**src/rtl/instr_fetch_issue.sv**
```systemverilog
// Instruction fetch/issue stage: owns the PC, fetches from imem into the IR,
// issues decoded fields and advances the PC when the control FSM retires.
module instr_fetch_issue #(
  parameter int            AW       = 32,
  parameter logic [AW-1:0] RESET_PC = '0,
  parameter int            TIMEOUT  = 16
) (
  input  logic          clk,
  input  logic          rst_n,
  input  logic          run,
  output logic          imem_req,
  output logic [AW-1:0] imem_addr,
  input  logic          imem_ack,
  input  logic [31:0]   imem_rdata,
  output logic          instr_valid,
  output logic [5:0]    upcode,
  output logic [4:0]    rs,
  output logic [4:0]    rt,
  output logic [4:0]    rd,
  output logic [4:0]    shamt,
  output logic [5:0]    func,
  output logic [15:0]   imm,
  input  logic          instr_done,
  input  logic          branch_taken,
  output logic [AW-1:0] pc,
  output logic          fetch_err
);

  typedef enum logic [1:0] {
    IDLE  = 2'd0,
    FETCH = 2'd1,
    ISSUE = 2'd2
  } state_t;

  localparam logic [7:0]    CNT_MAX = 8'(TIMEOUT - 1);
  localparam logic [AW-1:0] PC_INC  = AW'(4);

  state_t        state_q, state_d;
  logic [AW-1:0] pc_q, pc_d;
  logic [31:0]   ir_q, ir_d;
  logic [7:0]    cnt_q, cnt_d;
  logic          err_q, err_d;
  logic [AW-1:0] br_off;

  // Word-aligned, sign-extended branch displacement taken from the IR immediate.
  assign br_off = {{(AW-18){ir_q[15]}}, ir_q[15:0], 2'b00};

  always_comb begin
    state_d = state_q;
    pc_d    = pc_q;
    ir_d    = ir_q;
    cnt_d   = cnt_q;
    err_d   = err_q;
    unique case (state_q)
      IDLE: begin
        if (run && !err_q) state_d = FETCH;
      end
      FETCH: begin
        if (imem_ack) begin
          ir_d    = imem_rdata;
          cnt_d   = '0;
          state_d = ISSUE;
        end else if (cnt_q == CNT_MAX) begin
          err_d   = 1'b1;
          cnt_d   = '0;
          state_d = IDLE;
        end else begin
          cnt_d = cnt_q + 8'd1;
        end
      end
      ISSUE: begin
        if (instr_done) begin
          pc_d    = branch_taken ? (pc_q + PC_INC + br_off) : (pc_q + PC_INC);
          state_d = run ? FETCH : IDLE;
        end
      end
      default: state_d = IDLE;
    endcase
  end

  always_ff @(posedge clk or negedge rst_n) begin
    if (!rst_n) begin
      state_q <= IDLE;
      pc_q    <= RESET_PC;
      ir_q    <= '0;
      cnt_q   <= '0;
      err_q   <= 1'b0;
    end else begin
      state_q <= state_d;
      pc_q    <= pc_d;
      ir_q    <= ir_d;
      cnt_q   <= cnt_d;
      err_q   <= err_d;
    end
  end

  assign imem_req    = (state_q == FETCH);
  assign instr_valid = (state_q == ISSUE);
  assign imem_addr   = pc_q;
  assign pc          = pc_q;
  assign fetch_err   = err_q;

  assign upcode = ir_q[31:26];
  assign rs     = ir_q[25:21];
  assign rt     = ir_q[20:16];
  assign rd     = ir_q[15:11];
  assign shamt  = ir_q[10:6];
  assign func   = ir_q[5:0];
  assign imm    = ir_q[15:0];

endmodule
```
**config.mk**
```make
export PLATFORM = sky130hd
export DESIGN_NAME = instr_fetch_issue
export DESIGN_NICKNAME = d
export VERILOG_FILES = /design/src/rtl/instr_fetch_issue.sv
export SDC_FILE = /design/constraint.sdc
export NUM_CORES = 1
export LEC_CHECK = 0
export ABC_AREA = 1
export CAP_MARGIN = 40
export CORE_ASPECT_RATIO = 1.5
export CORE_UTILIZATION = 35
export DETAILED_ROUTE_END_ITERATION = 8
export GPL_TIMING_DRIVEN = 0
export SKIP_CTS_REPAIR_TIMING = 1
export SLEW_MARGIN = 5
export SYNTH_ARGS = -nofsm -noshare
export SYNTH_HDL_FRONTEND = slang
export SYNTH_SLANG_ARGS = --single-unit
```
**constraint.sdc**
```tcl
create_clock -name clk -period 3.4 [get_ports clk]
set_input_delay 0.34 -clock clk [delete_from_list [all_inputs] [get_ports clk]]
set_output_delay 0.34 -clock clk [all_outputs]
set_load 0.1 [all_outputs]
```
# After elaboration in Yosys (flattened, before gate mapping)
# Index checks and enable logic that the tools add are counted.
[word_totals]
regBits = 75
word_cells = 31
[op_classes]
addsub = 3
eq_ne = 6
muxes = 9
n_bitwise = 1
reduce_logical = 7
[ops]
columns = ["op", "n"]
rows = [
  ["adder 32 x 3 -> 32 bit (second input constant)", 1],
  ["adder 32 bit", 1],
  ["2-to-1 mux 32 bit", 1],
  ["2-to-1 mux 8 bit", 2],
  ["adder 8 x 1 -> 8 bit (second input constant)", 1],
  ["== test 8 x 4 -> 1 bit (second input constant)", 1],
  ["2-to-1 mux 2 bit", 4],
  ["one-hot mux 2 bit (3 select lines)", 1],
  ["AND reduction 3 bit", 2],
  ["AND reduction 2 bit", 2],
  ["inequality test 3 x 1 -> 1 bit (second input constant)", 1],
  ["== test 2 x 1 -> 1 bit (second input constant)", 1],
  ["== test 2 bit (second input constant)", 1],
  ["logical NOT 2 bit", 1],
  ["inequality test 2 x 1 -> 1 bit (second input constant)", 1],
  ["inequality test 2 bit (second input constant)", 1],
  ["logical AND 1 bit", 1],
  ["logical NOT 1 bit", 1],
  ["2-to-1 mux 1 bit", 1],
  ["inverter 1 bit", 1],
]

# Longest topological paths before layout
# Gate-level depths: netlist (run 1).
[depth]
ltp_word = 4
ltp_mapped = 22

# Worst setup path before layout (run 1)
# OpenSTA, ideal clock, no wires.
[synth_path]
path_kind = "register to register"
startpoint = "reg pc_q[3] (netlist: imem_addr[3])"
endpoint = "reg pc_q[26] (netlist: imem_addr[26])"
path_slack_ps = -8
n_path_buf = 0
setup_ps = 131
stages_incl_launch_ff = 17
synth_period_minus_slack_ps = 3408
arrival_ps = 3276
path_cell_list = "dfrtp_1 ha_1 nand3_1 nor3_4 nand3_1 xor2_1 inv_1 ha_1 inv_1 nor3_1 nand2_1 nor2_1 nand2_1 nand4_1 nand3_1 nand2_1 o21ai_0"
[synth_via]
elab_chain_len = 3
[synth_rtl]
columns = ["element", "line_no", "text"]
rows = [
  ["start: declaration", "39", "logic [AW-1:0] pc_q, pc_d;"],
  ["start signal: assignment", "90", "pc_q <= pc_d;"],
  ["adder 32 x 3 -> 32 bit (*)", "73", "pc_d = branch_taken ? (pc_q + PC_INC + br_off) : (pc_q + PC_INC);"],
  ["adder 32 bit", "73", ""],
  ["2-to-1 mux 32 bit (*)", "73", ""],
]
# Every way passes the cells marked *; elsewhere a longest branch is shown, timed or not.
# A chain may end at the register's enable or synchronous reset.

# Final worst setup path (run 1)
[layout_path]
startpoint = "reg pc_q[2] (netlist: imem_addr[2])"
endpoint = "reg pc_q[25] (netlist: imem_addr[25])"
# Same word-level chain as after synthesis.

==> qor.yml, run 1 <==
layout_commonest_cell: "nand2_1"
synthCells: 1003
drt_iter0_drc: 324
routed_wl_mm: 22.94
period_share_pct: 92.86
fillers: 1620
cpPeakStageDelay_ps: 430
final_util_pct: 58.26
synth_seq_cells: 73
ant_nets: 0
worst-setup-path-type: "flop to flop"
cts_made_buffers: 9
yosysWarnings: 0
setup-violations-final: 0
cpMostUsedCell: "nand2_1"
crit_buf_inv: 1
start_util_pct: 35.90
placementRows: 60
via_per_inst: 4.885
crit_path_end_kind: "flop"
die_w_um: 113.0
place_congestion: 0.9110
htree_levels: 3
synth_area_per_cell_um2: 6.448
min_period_ps: 3157
grt_pass1_wl_mm: 36.95
nets: 1359
syn2layout_area_growth_pct: 62.29
pre_cts_ws_ps: 81.83
synthTopCellsByArea: "dfrtp_1 (28%), nand2_1 (21%), ha_1 (7.4%)"
fmax_mhz: 316.7
cp-start-kind: "flop"
tns_ps: 0
worst_slack_ps: 242.8
crit_chain: "ha_1 -> nand3_2 -> nor3_4 -> nand4_1 -> xor2_2 -> inv_1 -> ha_2 -> nand2_1 -> nor2_2 -> nand2_1 -> nor2_1 -> nand2_1 -> nand4_1 -> nand3_1 -> nand2_1 -> o21ai_0"
wire_per_inst_um: 15.25
tightest_slew_ps: 570.8
synth_top_area_share_pct: 28.25
route.detailed.drc: 0
drive_gt1_share_pct: 17.72
cts_sinks: 73
die_area_mm2: 0.01904
cp_top_family: "simple AND/OR/NAND/NOR gates"
port_buffers: 147
critPathMaxFanout: 6
synthDistinctLibCells: 40
grt_overflow: 0
status: "finished, final reports clean"
seq_area_frac_synth_pct: 28.25
crit_arrival_ps: 3370
synth_area_mm2: 0.006467
drv_slew: 0
vias: 7347
hold_viol: 0
grt_pass1_vias: 7376
io_pins: 153
ctsRootBufferMaster: "clkbuf_16"
synth_ff_type: "dfrtp_1"
max_slew_margin_pct: 61.95
drt_first_pass_iters: 5
async_flop_share_pct: 100.0
diodes: 0
antenna_found_initial: 0
cts_tree: "yes"
grt_max_degree: 53
insertion_delay_ps: 350
cap_violations: 0
hp-class: "input port to async pin"
path_clk_slew_ps: 70
synth_edf_count: 0
final_cell_mix: "nand2_1 (364), clkdlybuf4s50_1 (146), inv_1 (122), buf_8 (100), nor2_1 (71)"
core_area_mm2: 0.01802
slowest_stage: "dfrtp_2"
cts.path.max_buffers: 2
die_h_um: 168.5
cp.required_ps: 3610
grtUsageTotal_pct: 25.22
yosysTopAreaCell: "dfrtp_1"
dp_hpwl_mm: 18.84
clock_skew_ps: 14.46
## Yosys cell counts, types with 2 or more instances
library cell  number
nor2_2             7
inv_1            122
dfrtp_1           73
buf_2              5
inv_2              3
clkbuf_1          12
nand2_1          365
nand3_1           65
nor2_4             4
nor3_1             9
a22oi_1            2
nor3_4             2
o211ai_1           3
xor2_1            27
nand2_2            8
xnor2_1            6
o21ai_1            5
o21bai_1           7
o21ai_0           37
nand4_1           15
o21a_1             2
ha_1              38
a21oi_1           45
nor2_1            72
buf_4             51
o22ai_1            4
## final timing paths
| path | slack, ps | cells after the start | start | end |
|---|---|---|---|---|
| min in group clk | 480 | 2 | ir_q[30]$_DFFE_PN0P_ | ir_q[30]$_DFFE_PN0P_ |
| max | 240 | 16 | imem_addr[2]$_DFFE_PN0P_ | imem_addr[25]$_DFFE_PN0P_ |
| max reg2reg | 240 | 16 | imem_addr[2]$_DFFE_PN0P_ | imem_addr[25]$_DFFE_PN0P_ |
| min reg2reg | 480 | 2 | ir_q[30]$_DFFE_PN0P_ | ir_q[30]$_DFFE_PN0P_ |
| max in group asynchronous | 2380 | 3 | rst_n | ir_q[26]$_DFFE_PN0P_ |
| min | 430 | 2 | rst_n | imem_addr[22]$_DFFE_PN0P_ |
## worst register-to-register path: stages, from the launching register on
cell and delay [ps]:
dfrtp_2 430, ha_1 220, nand3_2 150, nor3_4 320
nand4_1 180, xor2_2 200, inv_1 80, ha_2 390
nand2_1 120, nor2_2 150, nand2_1 110, nor2_1 110
nand2_1 100, nand4_1 100, nand3_1 140, nand2_1 150
o21ai_0 100
## cell type report
cell class	count	area (µm²)	share of cell area [%]
timing repair buffer	265	3368	32.09
clock buffer	9	225.2	2.146
inverter	126	473.0	4.506
sequential	73	1831	17.44
buffer	68	452.9	4.315
tap	217	271.5	2.587
multi-input combinational	739	3771	35.93
clock inverter	7	103.9	0.9894
## stage by stage
stage / hold slack [ps] / instance area [µm²] / std cells
finish: 430.1 / 10500 / 1504
global route: 467.0 / 10500 / 1504
CTS: -107.8 / 10410 / 1499
detailed placement: 266.5 / 10080 / 1483
global placement: 452.5 / 8223 / 1370
floorplan: 44.41 / 6480 / 1006
## cells by family (layout without fill, tap and decap cells)
| kind of cell | after synthesis | count (layout) | synth area share [%] |
|---|---|---|---|
| simple gates | 554 | 554 | 36.04 |
| buf+inv | 194 | 475 | 14.32 |
| compound gates | 109 | 109 | 9.209 |
| flops | 73 | 73 | 28.25 |
| fa+ha+maj | 39 | 39 | 7.661 |
| xor+xnor | 33 | 33 | 4.469 |
| other cells | 1 | 4 | 0.05798 |
## registers in the layout, summed over array words and instances (netlist names)
signal / flops
cnt_q: 8
fetch_err: 1
imem_addr: 30
ir_q: 32
state_q: 2
## per-layer routing
layer / share of wire (%) / global-route usage [%] / up-vias
met1: 36 / 26.26 / 3356
met4: 4.8 / 13.16 / 0
met5: 0 / 0 / -
li1: - / - / 3683
met3: 4.1 / 3.079 / 66
met2: 55 / 48.77 / 242
Power of run 1 is left out: the tool's default activity adds up to more than one toggle a clock period on the data nets, which glitch-free logic cannot reach.
==> inputs of run 2 (changes only) <==
clock period = 3.1 ns   (was 3.4 ns; I/O delays follow)
==> run 2 against run 1 <==
Register-to-register slack worse by 130 ps. Worst hold slack worse by 50 ps. Core utilization increased by 3.0 points. Worst setup slack worse by 130 ps. Critical path depth grew 1. Largest cell class is now multi-input gates.
==> qor.yml, run 2 (synthesis gave the netlist of run 1 again) <==
status: "finished, final reports clean"
placementRows: 60
grtUsageTotal_pct: 24.74
grt_overflow: 0
top_register: "ir_q"
layout_commonest_cell: "nand2_1"
clock_skew_ps: 14.22
ctsRootBufferMaster: "clkbuf_16"
cp.required_ps: 3320
crit_path_end_kind: "flop"
start_util_pct: 35.90
use_met1_pct: 25.52
startpoint: "imem_addr[2]$_DFFE_PN0P_"
die_w_um: 113.0
regArea_mm2: 0.001849
largest_reg_flops: 32
crit_arrival_ps: 3200
die_h_um: 168.5
port_buffers: 147
antenna_found_initial: 0
multiInputGateArea_mm2: 0.004177
die_area_mm2: 0.01904
tightest_slew_ps: 567.5
tns_ps: 0
drt_first_pass_iters: 5
rsz0062_at_grt: "true"
insertion_delay_ps: 350
core_area_mm2: 0.01802
grt_max_degree: 58
syn2layout_area_growth_pct: 70.69
fmax_mhz: 335.2
cts_made_buffers: 9
critPathMaxFanout: 5
worst-setup-path-type: "flop to flop"
path_clk_slew_ps: 70
via_per_inst: 4.848
nets: 1378
cts_tree: "yes"
min_period_ps: 2983
cp-start-kind: "flop"
fillers: 1572
route.detailed.drc: 0
routed_wl_mm: 23.47
io_pins: 153
final_cell_mix: "nand2_1 (356), clkdlybuf4s50_1 (146), inv_1 (119), buf_8 (98), buf_4 (75)"
vias: 7384
hold_viol: 0
hp-class: "input port to async pin"
drv_slew: 0
grt_pass1_wl_mm: 36.49
busiest_layer: "met2"
cts.path.max_buffers: 2
htree_levels: 3
ant_nets: 0
diodes: 0
grt_use_met2_pct: 47.91
drt_iter0_drc: 375
cap_violations: 0
wire_per_inst_um: 15.41
met3_usage_pct: 3.759
place_congestion: 0.8954
drive_gt1_share_pct: 24.96
max_slew_margin_pct: 62.17
dp_hpwl_mm: 18.90
reg2reg_from: "imem_addr[2]$_DFFE_PN0P_"
period_share_pct: 96.22
grt_pass1_vias: 7350
cts_sinks: 73
setup-violations-final: 0
-- run 2: cell type report --
cell class,instances,area share [%]
sequential,73,16.75
timing repair buffer,284,32.03
clock inverter,6,0.3740
inverter,126,4.284
buffer,68,4.103
multi-input combinational,739,37.83
clock buffer,10,2.165
tap,217,2.459
-- run 2: routing by layer --
layer	vias up	routed length, µm	share of wire (%)
met2	230	12890	55
li1	3708	-	-
met4	0	1102	4.7
met3	58	876	3.7
met5	-	0	0
met1	3388	8597	37
-- run 2: metrics by stage --
step           hold WS (ps)  utilization (%)  setup WS (ps)  instance area [µm²]  instances
6_report              380.1            61.27          117.1                11040       1523
5_1_grt               405.4            61.27         -69.54                11040       1523
4_1_cts              -156.5            57.72         -240.9                10400       1499
3_5_place_dp          214.5            56.16         -219.1                10120       1483
3_3_place_gp          452.8            45.72          -1350                 8237       1370
2_1_floorplan         14.41                -          10.58                 6494       1006
-- run 2: path summary, 6_finish.rpt --
path / depth (start not counted) / slack (ps) / to
max in group asynchronous: 3 / 2110 / ir_q[10]$_DFFE_PN0P_
hold / removal: 2 / 380 / imem_addr[27]$_DFFE_PN0P_
setup reg to reg: 17 / 120 / imem_addr[25]$_DFFE_PN0P_
setup / recovery: 17 / 120 / imem_addr[25]$_DFFE_PN0P_
min in group clk: 2 / 470 / ir_q[25]$_DFFE_PN0P_
hold reg to reg: 2 / 470 / ir_q[25]$_DFFE_PN0P_
-- run 2: worst max-delay path, cell delays in order (launching register included) --
cell and delay, ps:
dfrtp_2 440, inv_1 120, nor2_4 160, nand2_2 120, inv_2 110, nand4_1 210, o21ai_2 210, nand2_1 120
ha_1 330, nand2_1 140, nor2_2 170, nand2_1 90, nor2_1 110, nand2_1 80, nand4_1 110, nand3_2 130
nand2_2 120, o21ai_0 80
Power of run 2 is left out for the same reason.
==> inputs of run 3 (changes only) <==
HOLD_SLACK_MARGIN = 0.06   (was default)
==> results of run 3 <==
The final DEF is identical to that of run 2; final timing and power are the same.
Power of run 3 is left out for the same reason.
